**config.mk**
```make
export PLATFORM = sky130hd
export DESIGN_NAME = shift_register_seq
export DESIGN_NICKNAME = d
export VERILOG_FILES = /design/src/rtl/shift_reg_pkg.sv /design/src/rtl/shift_step.sv /design/src/rtl/shift_register_seq.sv
export SDC_FILE = /design/constraint.sdc
export NUM_CORES = 1
export LEC_CHECK = 0
export BUFFER_PORTS_ARGS = -buffer_cell sky130_fd_sc_hd__buf_2
export CAP_MARGIN = 20
export CORE_MARGIN = 2
export CORE_UTILIZATION = 30
export DETAILED_ROUTE_END_ITERATION = 6
export MAX_ROUTING_LAYER = met4
export PLACE_DENSITY = 0.54
export SLEW_MARGIN = 15
export SYNTH_ARGS = -nofsm -noshare
export SYNTH_HDL_FRONTEND = slang
export SYNTH_HIERARCHICAL = 1
export SYNTH_SLANG_ARGS = --single-unit
```
**constraint.sdc**
```tcl
create_clock -name clk -period 2.9 [get_ports clk]
set_input_delay 0 -clock clk [delete_from_list [all_inputs] [get_ports clk]]
set_output_delay 0 -clock clk [all_outputs]
set_load 0.03 [all_outputs]
```
**src/rtl/shift_reg_pkg.sv**
```systemverilog
// Shared op-code and FSM state encodings for the universal shift register.
package shift_reg_pkg;

    localparam logic [2:0] OP_HOLD = 3'b000;
    localparam logic [2:0] OP_SHR  = 3'b001;
    localparam logic [2:0] OP_SHL  = 3'b010;
    localparam logic [2:0] OP_LOAD = 3'b011;
    localparam logic [2:0] OP_ROR  = 3'b100;
    localparam logic [2:0] OP_ROL  = 3'b101;
    localparam logic [2:0] OP_ASR  = 3'b110;

    localparam logic [0:0] ST_IDLE = 1'b0;
    localparam logic [0:0] ST_RUN  = 1'b1;

endpackage

```
**src/rtl/shift_step.sv**
```systemverilog
// One-step next-value function of the shift register, shared by the
// single-step and sequenced paths.
module shift_step
    import shift_reg_pkg::*;
#(
    parameter int WIDTH = 8
) (
    input  logic [WIDTH-1:0] q,
    input  logic [2:0]       op,
    input  logic [WIDTH-1:0] d,
    input  logic             sin_msb,
    input  logic             sin_lsb,
    output logic [WIDTH-1:0] next_q
);

    // Select the post-step register value; reserved code 111 holds.
    always_comb begin
        next_q = q;
        case (op)
            OP_HOLD: next_q = q;
            OP_SHR:  next_q = {sin_msb, q[WIDTH-1:1]};
            OP_SHL:  next_q = {q[WIDTH-2:0], sin_lsb};
            OP_LOAD: next_q = d;
            OP_ROR:  next_q = {q[0], q[WIDTH-1:1]};
            OP_ROL:  next_q = {q[WIDTH-2:0], q[WIDTH-1]};
            OP_ASR:  next_q = {q[WIDTH-1], q[WIDTH-1:1]};
            default: next_q = q;
        endcase
    end

endmodule

```
**src/rtl/shift_register_seq.sv**
```systemverilog
// WIDTH-bit universal shift register with single-step enable and a
// sequenced N-step operation under a busy/done handshake.
module shift_register_seq
    import shift_reg_pkg::*;
#(
    parameter int WIDTH = 8,
    parameter int CNT_W = $clog2(WIDTH) + 1
) (
    input  logic             clk,
    input  logic             reset,
    input  logic             en,
    input  logic [2:0]       mode,
    input  logic [WIDTH-1:0] d,
    input  logic             sin_msb,
    input  logic             sin_lsb,
    input  logic             op_start,
    input  logic [2:0]       op_mode,
    input  logic [CNT_W-1:0] op_count,
    output logic [WIDTH-1:0] q,
    output logic             sout_msb,
    output logic             sout_lsb,
    output logic             busy,
    output logic             done
);

    logic [0:0]       state_r;
    logic [CNT_W-1:0] cnt_r;
    logic [2:0]       op_mode_r;
    logic [WIDTH-1:0] q_r;
    logic             busy_r;
    logic             done_r;
    logic [2:0]       step_op_s;
    logic [WIDTH-1:0] step_q_s;

    // While running, the latched op code drives the step; otherwise the live mode.
    always_comb begin
        step_op_s = mode;
        if (state_r == ST_RUN) begin
            step_op_s = op_mode_r;
        end else begin
            step_op_s = mode;
        end
    end

    shift_step #(.WIDTH(WIDTH)) u_step (
        .q       (q_r),
        .op      (step_op_s),
        .d       (d),
        .sin_msb (sin_msb),
        .sin_lsb (sin_lsb),
        .next_q  (step_q_s)
    );

    // Register, FSM and step counter; a start edge never applies a step.
    always_ff @(posedge clk or posedge reset) begin
        if (reset) begin
            state_r   <= ST_IDLE;
            cnt_r     <= '0;
            op_mode_r <= OP_HOLD;
            q_r       <= '0;
            busy_r    <= 1'b0;
            done_r    <= 1'b0;
        end else begin
            done_r <= 1'b0;
            case (state_r)
                ST_IDLE: begin
                    if (op_start && (op_count == '0)) begin
                        done_r <= 1'b1;
                    end else if (op_start) begin
                        op_mode_r <= op_mode;
                        cnt_r     <= op_count;
                        state_r   <= ST_RUN;
                        busy_r    <= 1'b1;
                    end else if (en) begin
                        q_r <= step_q_s;
                    end else begin
                        q_r <= q_r;
                    end
                end
                ST_RUN: begin
                    q_r   <= step_q_s;
                    cnt_r <= cnt_r - CNT_W'(1);
                    if (cnt_r == CNT_W'(1)) begin
                        state_r <= ST_IDLE;
                        busy_r  <= 1'b0;
                        done_r  <= 1'b1;
                    end else begin
                        state_r <= ST_RUN;
                    end
                end
                default: begin
                    state_r <= ST_IDLE;
                    busy_r  <= 1'b0;
                    cnt_r   <= '0;
                end
            endcase
        end
    end

    assign q        = q_r;
    assign busy     = busy_r;
    assign done     = done_r;
    assign sout_msb = q_r[WIDTH-1];
    assign sout_lsb = q_r[0];

endmodule

```
==> results_dict.tcl, run 1 <==
set metrics [dict create \
    tritoncts "yes" \
    floorplan.core_area_sq_um 4690 \
    postPlaceCellArea_sq_um 1590 \
    total_switching_power_w 0.000983 \
    status "completed" \
    antenna_found_initial 0 \
    p_leak_nw 0.759 \
    antenna_cells 0 \
    ff2ff_path_depth 5 \
    intPower_w 0.00115 \
    avgSynthCellArea_sq_um 9.87 \
    areaGrowthSynthToFinish_pct 16.8 \
    average_wire_per_standard_cell_microns 13.6 \
    crit-reg2reg-capture "q[7]$_DFFE_PP0P_" \
    most_frequent_cells_in_the_layout "sky130_fd_sc_hd__buf_2 (35), sky130_fd_sc_hd__dfrtp_1 (18), sky130_fd_sc_hd__mux2_2 (12), sky130_fd_sc_hd__inv_1 (10), sky130_fd_sc_hd__a21oi_1 (10)" \
    adder_cell_fraction_of_synth_area_pct 1.74 \
    final_antenna_net_count 0 \
    end_kind "flop" \
    swShare_pct 46.1 \
    finalWeightedCongestion 0.731 \
    grt_start_max_net_pins 40 \
    syn_inst 146 \
    detailedRoute.firstPassIterationCount 4 \
    num_vias 1191 \
    cap_violations 0 \
    worst-endpoint-arrival_ns 2.32 \
    synth-compound-area-share_pct 21.7 \
    finish.instance_area_sq_um 1680 \
    rows 25 \
    reg2reg_slack_ns 0.73 \
    detail_route.iter0.violations 64 \
    wirelength_mm 3.13 \
    worstPathMaxFanout 39 \
    synth_enable_flop_cells 0 \
    setup_violations 0 \
    ys_types 51 \
    rr_startpoint "state_r$_DFF_PP0_" \
    least_margin_pin_slew_ns 0.809 \
    clock.fmax_ghz 0.461 \
    finalMaxSlewViolations 0 \
    synthesis.area_sq_um 1440 \
    cts.repair_timing.setup_buffer_count 0 \
    port_buffers 35 \
    crit_path_start "state_r$_DFF_PP0_" \
    power.share.clock_pct 10.0 \
    top_level_i_o_count 36 \
    worst_clock_skew_on_the_final_layout_ns 0.00350 \
    dominant_combinational_cell_family_by_area_after_synthesis "compound AO/OA/AOI/OAI gates" \
    fp.dieArea_sq_um 5380 \
    worst_ep_required_time_ns 3.05 \
    comb_power_share_pct 65.5 \
    setup_ws_ns 0.732 \
    timing_worst_setup_path_type "flop to flop" \
    synth_warnings 6 \
    seq_power_share_pct 24.5 \
    grt_overflow_total 0 \
    remaining_drc_errors 0 \
    track_usage_pct 12.8 \
    die-height_microns 73.3 \
    holdCritPathClass "input port to flop" \
    synth_nets 172 \
    synth_sequential_area_ratio_pct 31.3 \
    clkTransAtPathRegs_ns 0.07 \
    clock-sinks 18 \
    timing.slew.headroom_pct 45.3 \
    cts_max_path_buffers 2 \
    layout.filler_cells 489 \
    simple_gate_fraction_of_synth_area_pct 16.1 \
    ctsRootBufferMaster "sky130_fd_sc_hd__clkbuf_8" \
    die-width_microns 73.3 \
    area.sequential_sq_um 450 \
    vdd.ir_drop.worst_uv 353 \
    setup_total_negative_slack_ns 0 \
    p_per_area_nw_per_um2 1270 \
    critical_path.startpoint_type "flop" \
    synth_ff_type "sky130_fd_sc_hd__dfrtp_1" \
    detailedPlace.worstSlack_ns 0.736 \
    most_common_cell_after_layout_fill_and_taps_aside "sky130_fd_sc_hd__buf_2" \
    layout.nets 203 \
    ctsHtreeMaxLevel 1 \
    routed_via_density 5.18 \
    timing.final.crit_period_ns 2.17 \
    setup.worst_path.end "q[7]$_DFFE_PP0P_" \
    initial_core_util_pct 30.7 \
    cts-buffers-inserted 3 \
    rsz0062_at_grt "false" \
    number_of_global_route_vias_before_repair 1119 \
    synth_xor_xnor_area_share_pct 0.608 \
    multi_input_combinational_cell_area_sq_um 850 \
    layout-drive-gt1-share_pct 36.9 \
    synth-async-reset-ratio_pct 100 \
    hold_viol 0 \
    synthMuxAreaShare_pct 18.8 \
    synth.ff_latch_count 18 \
    finalCritPeriodShare_pct 74.8 \
    worstSkewPairLatency_ns 0.26 \
    grt_pass1_wl_mm 5.11 \
]
power by group through the flow:
stage / logic (W) / registers [W] / clock network, W
after floorplan: 0.00115 / 0.000616 / 0
after global placement: 0.00139 / 0.000534 / 0
after detailed placement: 0.00140 / 0.000533 / 0
after CTS: 0.00141 / 0.000529 / 0.000220
after global routing: 0.00155 / 0.000547 / 0.000227
final: 0.00140 / 0.000523 / 0.000213
repair_timing:
action,CTS,global route
endpoints found under the hold margin,21,0
hold buffers,4,0
endpoints found under the setup margin,0,0
gates resized for setup,0,0
per-stage QoR:
| step | util (%) | power [W] | instances | hold WS [ns] |
|---|---|---|---|---|
| floorplan | - | 0.00177 | 146 | -0.0614 |
| global placement | 33.8 | 0.00193 | 222 | 0.172 |
| detailed placement | 33.8 | 0.00194 | 222 | 0.166 |
| CTS | 35.9 | 0.00216 | 230 | 0.0374 |
| global route | 35.9 | 0.00233 | 230 | 0.0662 |
| finish | 35.9 | 0.00213 | 230 | 0.0392 |
synthesized netlist by cell type (3+ instances only):
cell type	count	area, sq um
sky130_fd_sc_hd__and3b_1	4	35.0
sky130_fd_sc_hd__nor2b_1	4	25.0
sky130_fd_sc_hd__mux2i_1	9	90.1
sky130_fd_sc_hd__nor2_1	5	18.8
sky130_fd_sc_hd__nor3_1	5	25.0
sky130_fd_sc_hd__o21ai_0	4	20.0
sky130_fd_sc_hd__inv_1	10	37.5
sky130_fd_sc_hd__buf_6	3	33.8
sky130_fd_sc_hd__o21ai_1	3	15.0
sky130_fd_sc_hd__buf_4	3	22.5
sky130_fd_sc_hd__dfrtp_1	18	450
sky130_fd_sc_hd__mux2_2	12	135
sky130_fd_sc_hd__mux2_4	3	45.0
sky130_fd_sc_hd__a21oi_1	10	50.1
sky130_fd_sc_hd__a31oi_1	4	25.0
sky130_fd_sc_hd__buf_2	5	25.0
sky130_fd_sc_hd__a221oi_1	3	26.3
sky130_fd_sc_hd__o221a_1	3	33.8
layer usage:
metal	global-route usage (%)	share of wire, %
met1	16.2	47
met2	19.9	47
met3	2.06	3.6
met4	6.06	2.0
met5	-	0
layout make-up:
| cell class | count | area share, % |
|---|---|---|
| multi-input combinational | 104 | 50.5 |
| sequential | 18 | 26.8 |
| timing repair buffer | 40 | 13.2 |
| tap | 54 | 4.01 |
| clock buffer | 4 | 3.27 |
| inverter | 10 | 2.23 |
worst min-delay path by stage:
stage | startpoint | end | depth (start not counted)
final | op_count[3] | done$_DFF_PP0_ | 3
after global routing | op_count[3] | done$_DFF_PP0_ | 3
after CTS | op_count[3] | done$_DFF_PP0_ | 3
after detailed placement | reset | busy$_DFFE_PP0P_ | 2
after global placement | reset | busy$_DFFE_PP0P_ | 2
after floorplan | reset | busy$_DFFE_PP0P_ | 1
worst max-delay path, stage by stage, from the launching register on:
cell                      delay, ns
sky130_fd_sc_hd__dfrtp_1       0.38
sky130_fd_sc_hd__mux2_2        0.71
sky130_fd_sc_hd__mux2i_1       0.26
sky130_fd_sc_hd__o21ai_1       0.07
sky130_fd_sc_hd__a221o_1       0.35
sky130_fd_sc_hd__mux2_2        0.26
sequential cells by signal, summed over array words and instances, names as in the netlist:
register	cells
cnt_r	4
q	8
state_r	1
done	1
op_mode_r	3
busy	1
cell families (layout without fill, tap and decap cells):
group / count (synthesis) / count (layout)
AO/OA/AOI/OAI: 43 / 43
XOR/XNOR: 1 / 1
adder cells (fa/ha/maj): 2 / 2
buffers and inverters: 24 / 54
flip-flops: 18 / 18
multiplexers: 24 / 24
AND/OR/NAND/NOR: 34 / 34
Note: power is estimated with default switching activity, not from simulation.
==> run 2, diff against run 1 <==
--- a/config.mk
+++ b/config.mk
@@ -5,13 +5,14 @@
 export SDC_FILE = /design/constraint.sdc
 export NUM_CORES = 1
 export LEC_CHECK = 0
+export ABC_AREA = 1
 export BUFFER_PORTS_ARGS = -buffer_cell sky130_fd_sc_hd__buf_2
 export CAP_MARGIN = 20
 export CORE_MARGIN = 2
 export CORE_UTILIZATION = 30
 export DETAILED_ROUTE_END_ITERATION = 6
 export MAX_ROUTING_LAYER = met4
-export PLACE_DENSITY = 0.54
+export PLACE_DENSITY = 0.53
 export SLEW_MARGIN = 15
 export SYNTH_ARGS = -nofsm -noshare
 export SYNTH_HDL_FRONTEND = slang
==> constraint.sdc (replaced) <==
create_clock -name clk -period 2.2 [get_ports clk]
set_input_delay 0 -clock clk [delete_from_list [all_inputs] [get_ports clk]]
set_output_delay 0 -clock clk [all_outputs]
set_load 0.03 [all_outputs]
==> run 2 against run 1 <==
Effect of this change: wire length up 30%; cell count up 47%; synthesized area up 9.4%; critical path type unchanged; largest cell class unchanged.
==> results_dict.tcl, run 2 <==
set metrics [dict create \
    status "completed" \
    ff2ff_path_depth 11 \
    finish.utilization_pct 36.7 \
    synthTopCellsByCount "sky130_fd_sc_hd__nand2_1 (76), sky130_fd_sc_hd__nand4_1 (30), sky130_fd_sc_hd__nand3_1 (29)" \
    cts_max_path_buffers 2 \
    cp_slowest_cell "sky130_fd_sc_hd__dfrtp_1" \
    p_per_area_nw_per_um2 1770 \
    most_frequent_cells_in_the_layout "sky130_fd_sc_hd__nand2_1 (76), sky130_fd_sc_hd__buf_2 (35), sky130_fd_sc_hd__nand4_1 (30), sky130_fd_sc_hd__nand3_1 (29), sky130_fd_sc_hd__inv_1 (19)" \
    least_margin_pin_slew_ns 0.738 \
    max_stage_delay_ns 0.43 \
    synth_warnings 6 \
    worstPathMaxFanout 18 \
    p_total_w 0.00329 \
    avgSynthCellArea_sq_um 6.82 \
    grt_start_max_net_pins 19 \
    timing.slew.headroom_pct 50.7 \
    hold_viol 0 \
    tritoncts "yes" \
    ys_types 24 \
    whs_path_depth 3 \
    final_antenna_net_count 0 \
    detailed_place_hpwl_mm 2.99 \
    post_cts_repair_resize_count 0 \
    worst_clock_skew_on_the_final_layout_ns 0.00162 \
    seq_power_share_pct 22.2 \
    hold_slack_ns 0.0422 \
    finalMaxSlewViolations 0 \
    detailedRoute.firstPassIterationCount 4 \
    die-height_microns 76.5 \
    finalCritPeriodShare_pct 86.1 \
    layout.nets 294 \
    average_wire_per_standard_cell_microns 12.1 \
    layout.filler_cells 560 \
    remaining_drc_errors 0 \
    p_leak_nw 0.966 \
    synth.ff_latch_count 18 \
    fp.dieArea_sq_um 5850 \
    most_common_cell_after_layout_fill_and_taps_aside "sky130_fd_sc_hd__nand2_1" \
    cts-buffers-inserted 3 \
    detail_route.iter0.violations 104 \
    syn_inst 231 \
    holdCritPathClass "input port to flop" \
    areaGrowthSynthToFinish_pct 18.0 \
    timing.critical_path.cells "inv_2, nand2_1, nand2_1, inv_6, nand2_4, nand2_2, nor2_8, nand2_1, nand3_1, inv_1, o21ai_0" \
    synth_nets 257 \
    floorplan.core_area_sq_um 5070 \
    total_switching_power_w 0.00187 \
    comb_power_share_pct 69.3 \
    setup_total_negative_slack_ns 0 \
    worst-endpoint-arrival_ns 2.06 \
    synth-async-reset-ratio_pct 100 \
    grt_pass1_wl_mm 7.03 \
    vdd.ir_drop.worst_uv 602 \
    ctsHtreeMaxLevel 1 \
    yosys-top-cells-area "sky130_fd_sc_hd__dfrtp_1 (29%), sky130_fd_sc_hd__nand2_1 (18%), sky130_fd_sc_hd__nand4_1 (12%), sky130_fd_sc_hd__nand3_1 (9.2%), sky130_fd_sc_hd__buf_6 (5.0%)" \
    timing_worst_setup_path_type "flop to flop" \
    critical_path.startpoint_type "flop" \
    die-width_microns 76.5 \
    worstSkewPairLatency_ns 0.25 \
    yosys.area.top_type_share_pct 28.6 \
    synth_ff_type "sky130_fd_sc_hd__dfrtp_1" \
    cts.repair_timing.setup_buffer_count 0 \
    intPower_w 0.00142 \
    yosys.area.top_type "sky130_fd_sc_hd__dfrtp_1" \
    worst_ep_required_time_ns 2.37 \
    antenna_cells 0 \
    synth_enable_flop_cells 0 \
    cap_violations 0 \
    track_usage_pct 14.8 \
    swShare_pct 56.8 \
    clock-sinks 18 \
    rows 26 \
    power.share.clock_pct 8.4 \
    setup_violations 0 \
    num_vias 1608 \
    routed_via_density 4.77 \
    port_buffers 35 \
    number_of_global_route_vias_before_repair 1462 \
    post-synth-top-count-cell "sky130_fd_sc_hd__nand2_1" \
    grt_overflow_total 0 \
    timing.final.crit_period_ns 1.89 \
    finalWeightedCongestion 0.796 \
    synthesis.area_sq_um 1580 \
    initial_core_util_pct 31.1 \
    wirelength_mm 4.08 \
    end_kind "flop" \
    rsz0062_at_grt "false" \
    path_common_cell "sky130_fd_sc_hd__nand2_1" \
    clock.fmax_ghz 0.528 \
    cts_hold_buffers 5 \
    clkTransAtPathRegs_ns 0.07 \
    top_level_i_o_count 36 \
    antenna_found_initial 0 \
    reg2reg_slack_ns 0.31 \
    final-instance-count-excl-fill 337 \
    largest_reg_flops 8 \
    layout-drive-gt1-share_pct 23.6 \
    ctsRootBufferMaster "sky130_fd_sc_hd__clkbuf_8" \
    synth_sequential_area_ratio_pct 28.6 \
    placedCellCount 328 \
]
run 2: cell types whose count changed after synthesis, moves of 5 or more:
cell and change:
sky130_fd_sc_hd__nand2_1 +75, sky130_fd_sc_hd__nand4_1 +30, sky130_fd_sc_hd__nand3_1 +28, sky130_fd_sc_hd__mux2_2 -12, sky130_fd_sc_hd__a21oi_1 -10, sky130_fd_sc_hd__inv_1 +9, sky130_fd_sc_hd__mux2i_1 -9, sky130_fd_sc_hd__nor2_1 +7
sky130_fd_sc_hd__nor3_1 -5, sky130_fd_sc_hd__o21ai_0 +5
run 2: kinds of logic after synthesis:
family / share of synthesized area [%]
and+or+nand+nor: 49.4
buffers and inverters: 14.8
DFF: 28.6
AOI/OAI and AO/OA: 5.63
adders and majority gates: 1.59
run 2: per-layer routing:
layer | vias up | wire, microns | GRT usage [%]
li1 | 840 | - | -
met1 | 717 | 2000 | 20.4
met2 | 47 | 1810 | 22.3
met3 | 4 | 228 | 2.84
met4 | 0 | 35 | 3.64
met5 | - | 0 | -
run 2: critical path: cells and delay by family (launching register included):
family | cells | cell delay, ns
AO/OA/AOI/OAI | 1 | 0.16
buffers and inverters | 3 | 0.27
flip-flops | 1 | 0.43
AND/OR/NAND/NOR | 7 | 0.94
run 2: area by class of cell:
| type | instances | area [sq um] | area share, % |
|---|---|---|---|
| Multi-Input combinational cell | 174 | 892 | 47.9 |
| Sequential cell | 18 | 450 | 24.2 |
| Inverter | 24 | 97.6 | 5.25 |
| Tap cell | 70 | 87.6 | 4.71 |
| Timing Repair Buffer | 47 | 278 | 14.9 |
| Clock buffer | 4 | 55.1 | 2.96 |
run 2: stage by stage:
step | instance area, sq um | setup slack [ns]
after floorplan | 1580 | 0.558
after global placement | 1760 | 0.364
after CTS | 1860 | 0.292
after detailed placement | 1760 | 0.326
after global routing | 1860 | 0.0944
final | 1860 | 0.306
run 2: worst paths after layout:
path                                        start                    to
worst min-delay path                  op_count[2]  cnt_r[2]$_DFFE_PP0P_
worst min register to register   busy$_DFFE_PP0P_      busy$_DFFE_PP0P_
worst max register to register  state_r$_DFF_PP0_      q[7]$_DFFE_PP0P_
max in group asynchronous                   reset      q[3]$_DFFE_PP0P_
min in group asynchronous                   reset      busy$_DFFE_PP0P_
worst max-delay path            state_r$_DFF_PP0_      q[7]$_DFFE_PP0P_
run 2: power by group through the flow:
stage	Combinational, W	Clock [W]	Sequential (W)
after detailed placement	0.00227	0	0.000739
final	0.00228	0.000277	0.000730
after CTS	0.00229	0.000285	0.000734
after global placement	0.00226	0	0.000742
after global routing	0.00256	0.000299	0.000771
after floorplan	0.00184	0	0.000821
==> run 3, diff against run 2 <==
--- a/config.mk
+++ b/config.mk
@@ -11,7 +11,6 @@
 export CORE_MARGIN = 2
 export CORE_UTILIZATION = 30
 export DETAILED_ROUTE_END_ITERATION = 6
-export MAX_ROUTING_LAYER = met4
 export PLACE_DENSITY = 0.53
 export SLEW_MARGIN = 15
 export SYNTH_ARGS = -nofsm -noshare
==> run 3 against run 2 <==
Effect of this change: combinational power about the same; cell count is the same; hold slack is essentially flat; wire length rose by 0.69%; global-route usage down 0.41 points; sequential share of layout area is the same; clock-buffer cell count is the same; critical path depth is the same; non-clock buffer count stayed put; register-to-register slack is essentially flat; flip-flop and latch count unchanged; via count up 2.5%; critical path type unchanged.
==> results_dict.tcl, run 3 (same netlist as run 2, synthesis figures left out) <==
set metrics [dict create \
    critical_path_buf_inv_count 3 \
    worst-endpoint-arrival_ns 2.06 \
    port_buffers 35 \
    setup_total_negative_slack_ns 0 \
    antenna_found_initial 0 \
    tritoncts "yes" \
    largest_reg_flops 8 \
    num_vias 1649 \
    finalWeightedCongestion 0.785 \
    p_total_w 0.00329 \
    cts_max_path_buffers 2 \
    areaGrowthSynthToFinish_pct 18.0 \
    hold_viol 0 \
    max_stage_delay_ns 0.43 \
    wirelength_mm 4.11 \
    clock.fmax_ghz 0.529 \
    grt_overflow_total 0 \
    holdCritPathClass "input port to flop" \
    grt_start_max_net_pins 19 \
    clkTransAtPathRegs_ns 0.07 \
    die-height_microns 76.5 \
    layout.filler_cells 560 \
    detailedRoute.firstPassIterationCount 4 \
    rows 26 \
    intPower_w 0.00142 \
    worstSkewPairLatency_ns 0.25 \
    swShare_pct 56.9 \
    cap_violations 0 \
    critical_path.startpoint_type "flop" \
    layout-drive-gt1-share_pct 23.6 \
    cp_slowest_cell "sky130_fd_sc_hd__dfrtp_1" \
    comb_power_share_pct 69.4 \
    p_per_area_nw_per_um2 1770 \
    setup_violations 0 \
    status "completed" \
    cts-buffers-inserted 3 \
    vdd.ir_drop.worst_uv 601 \
    end_kind "flop" \
    most_common_cell_after_layout_fill_and_taps_aside "sky130_fd_sc_hd__nand2_1" \
    path_common_cell "sky130_fd_sc_hd__nand2_1" \
    layout.nets 294 \
    worst_clock_skew_on_the_final_layout_ns 0.000541 \
    timing.slew.headroom_pct 50.7 \
    timing.critical_path.cells "inv_2, nand2_1, nand2_1, inv_6, nand2_4, nand2_2, nor2_8, nand2_1, nand3_1, inv_1, o21ai_0" \
    ctsRootBufferMaster "sky130_fd_sc_hd__clkbuf_8" \
    least_margin_pin_slew_ns 0.738 \
    grt_pass1_wl_mm 7.02 \
    top_level_i_o_count 36 \
    rsz0062_at_grt "false" \
    number_of_global_route_vias_before_repair 1461 \
    clock-sinks 18 \
    worst_ep_required_time_ns 2.37 \
    final_antenna_net_count 0 \
    timing.final.crit_period_ns 1.89 \
    initial_core_util_pct 31.1 \
    p_leak_nw 0.966 \
    cts_hold_buffers 5 \
    ctsHtreeMaxLevel 1 \
    detail_route.iter0.violations 95 \
    floorplan.core_area_sq_um 5070 \
    finalCritPeriodShare_pct 85.9 \
    fp.dieArea_sq_um 5850 \
    timing_worst_setup_path_type "flop to flop" \
    die-width_microns 76.5 \
    remaining_drc_errors 0 \
    routed_via_density 4.89 \
    critical-path-top-delay-family "simple AND/OR/NAND/NOR gates" \
    power.share.clock_pct 8.4 \
    average_wire_per_standard_cell_microns 12.2 \
    seq_power_share_pct 22.2 \
    finalMaxSlewViolations 0 \
    total_switching_power_w 0.00187 \
    cts.repair_timing.setup_buffer_count 0 \
    detailed_place_hpwl_mm 2.99 \
    post_cts_repair_resize_count 0 \
    most_frequent_cells_in_the_layout "sky130_fd_sc_hd__nand2_1 (76), sky130_fd_sc_hd__buf_2 (35), sky130_fd_sc_hd__nand4_1 (30), sky130_fd_sc_hd__nand3_1 (29), sky130_fd_sc_hd__inv_1 (19)" \
    antenna_cells 0 \
    worstPathMaxFanout 18 \
    track_usage_pct 14.4 \
]
-- run 3: cell counts in the layout (fill, tap and decap cells not counted) --
No cell type changed its count.
-- run 3: path summary, 6_finish.rpt --
check                             startpoint              endpoint  slack [ns]  cells past startpoint
hold / removal                   op_count[2]  cnt_r[2]$_DFFE_PP0P_        0.04                      3
hold reg to reg             busy$_DFFE_PP0P_      busy$_DFFE_PP0P_        0.48                      2
max in group asynchronous              reset      q[3]$_DFFE_PP0P_        1.33                      3
setup reg to reg           state_r$_DFF_PP0_      q[7]$_DFFE_PP0P_        0.31                     11
min in group asynchronous              reset      busy$_DFFE_PP0P_        0.41                      3
setup / recovery           state_r$_DFF_PP0_      q[7]$_DFFE_PP0P_        0.31                     11
-- run 3: stage by stage --
step	std cells	worst slack, ns	utilization, %	instance area (sq um)	hold slack, ns
2_1_floorplan	231	0.558	-	1580	-0.0614
3_3_place_gp	328	0.364	34.6	1760	0.173
3_5_place_dp	328	0.326	34.6	1760	0.174
4_1_cts	337	0.292	36.7	1860	0.0341
5_1_grt	337	0.0944	36.7	1860	0.0559
6_report	337	0.311	36.7	1860	0.0424
-- run 3: per-layer routing --
layer  vias to the layer above  routed length, microns  GRT usage [%]
met5                         -                       0              0
met2                        56                    1820           22.3
met4                         0                      46           3.64
met3                         6                     259           2.84
met1                       747                    1980           20.4
li1                        840                       -              -
-- run 3: layout make-up --
class	instances	area (sq um)	share of cell area, %
clock buffers	4	55.1	2.96
inverters	24	97.6	5.25
multi-input cells	174	892	47.9
flip-flops and latches	18	450	24.2
well taps	70	87.6	4.71
repair buffers	47	278	14.9
-- run 3: worst register-to-register path, stage by stage, from the launching register on --
cell and delay, ns:
sky130_fd_sc_hd__dfrtp_1 0.43, sky130_fd_sc_hd__inv_2 0.07, sky130_fd_sc_hd__nand2_1 0.04, sky130_fd_sc_hd__nand2_1 0.39, sky130_fd_sc_hd__inv_6 0.16, sky130_fd_sc_hd__nand2_4 0.12
sky130_fd_sc_hd__nand2_2 0.09, sky130_fd_sc_hd__nor2_8 0.17, sky130_fd_sc_hd__nand2_1 0.07, sky130_fd_sc_hd__nand3_1 0.07, sky130_fd_sc_hd__inv_1 0.04, sky130_fd_sc_hd__o21ai_0 0.16
-- run 3: power by group through the flow --
stage	clock network [W]	registers (W)	logic [W]
finish	0.000276	0.000732	0.00228
global route	0.000299	0.000771	0.00256
CTS	0.000285	0.000734	0.00229
detailed placement	0	0.000739	0.00227
global placement	0	0.000742	0.00226
floorplan	0	0.000821	0.00184
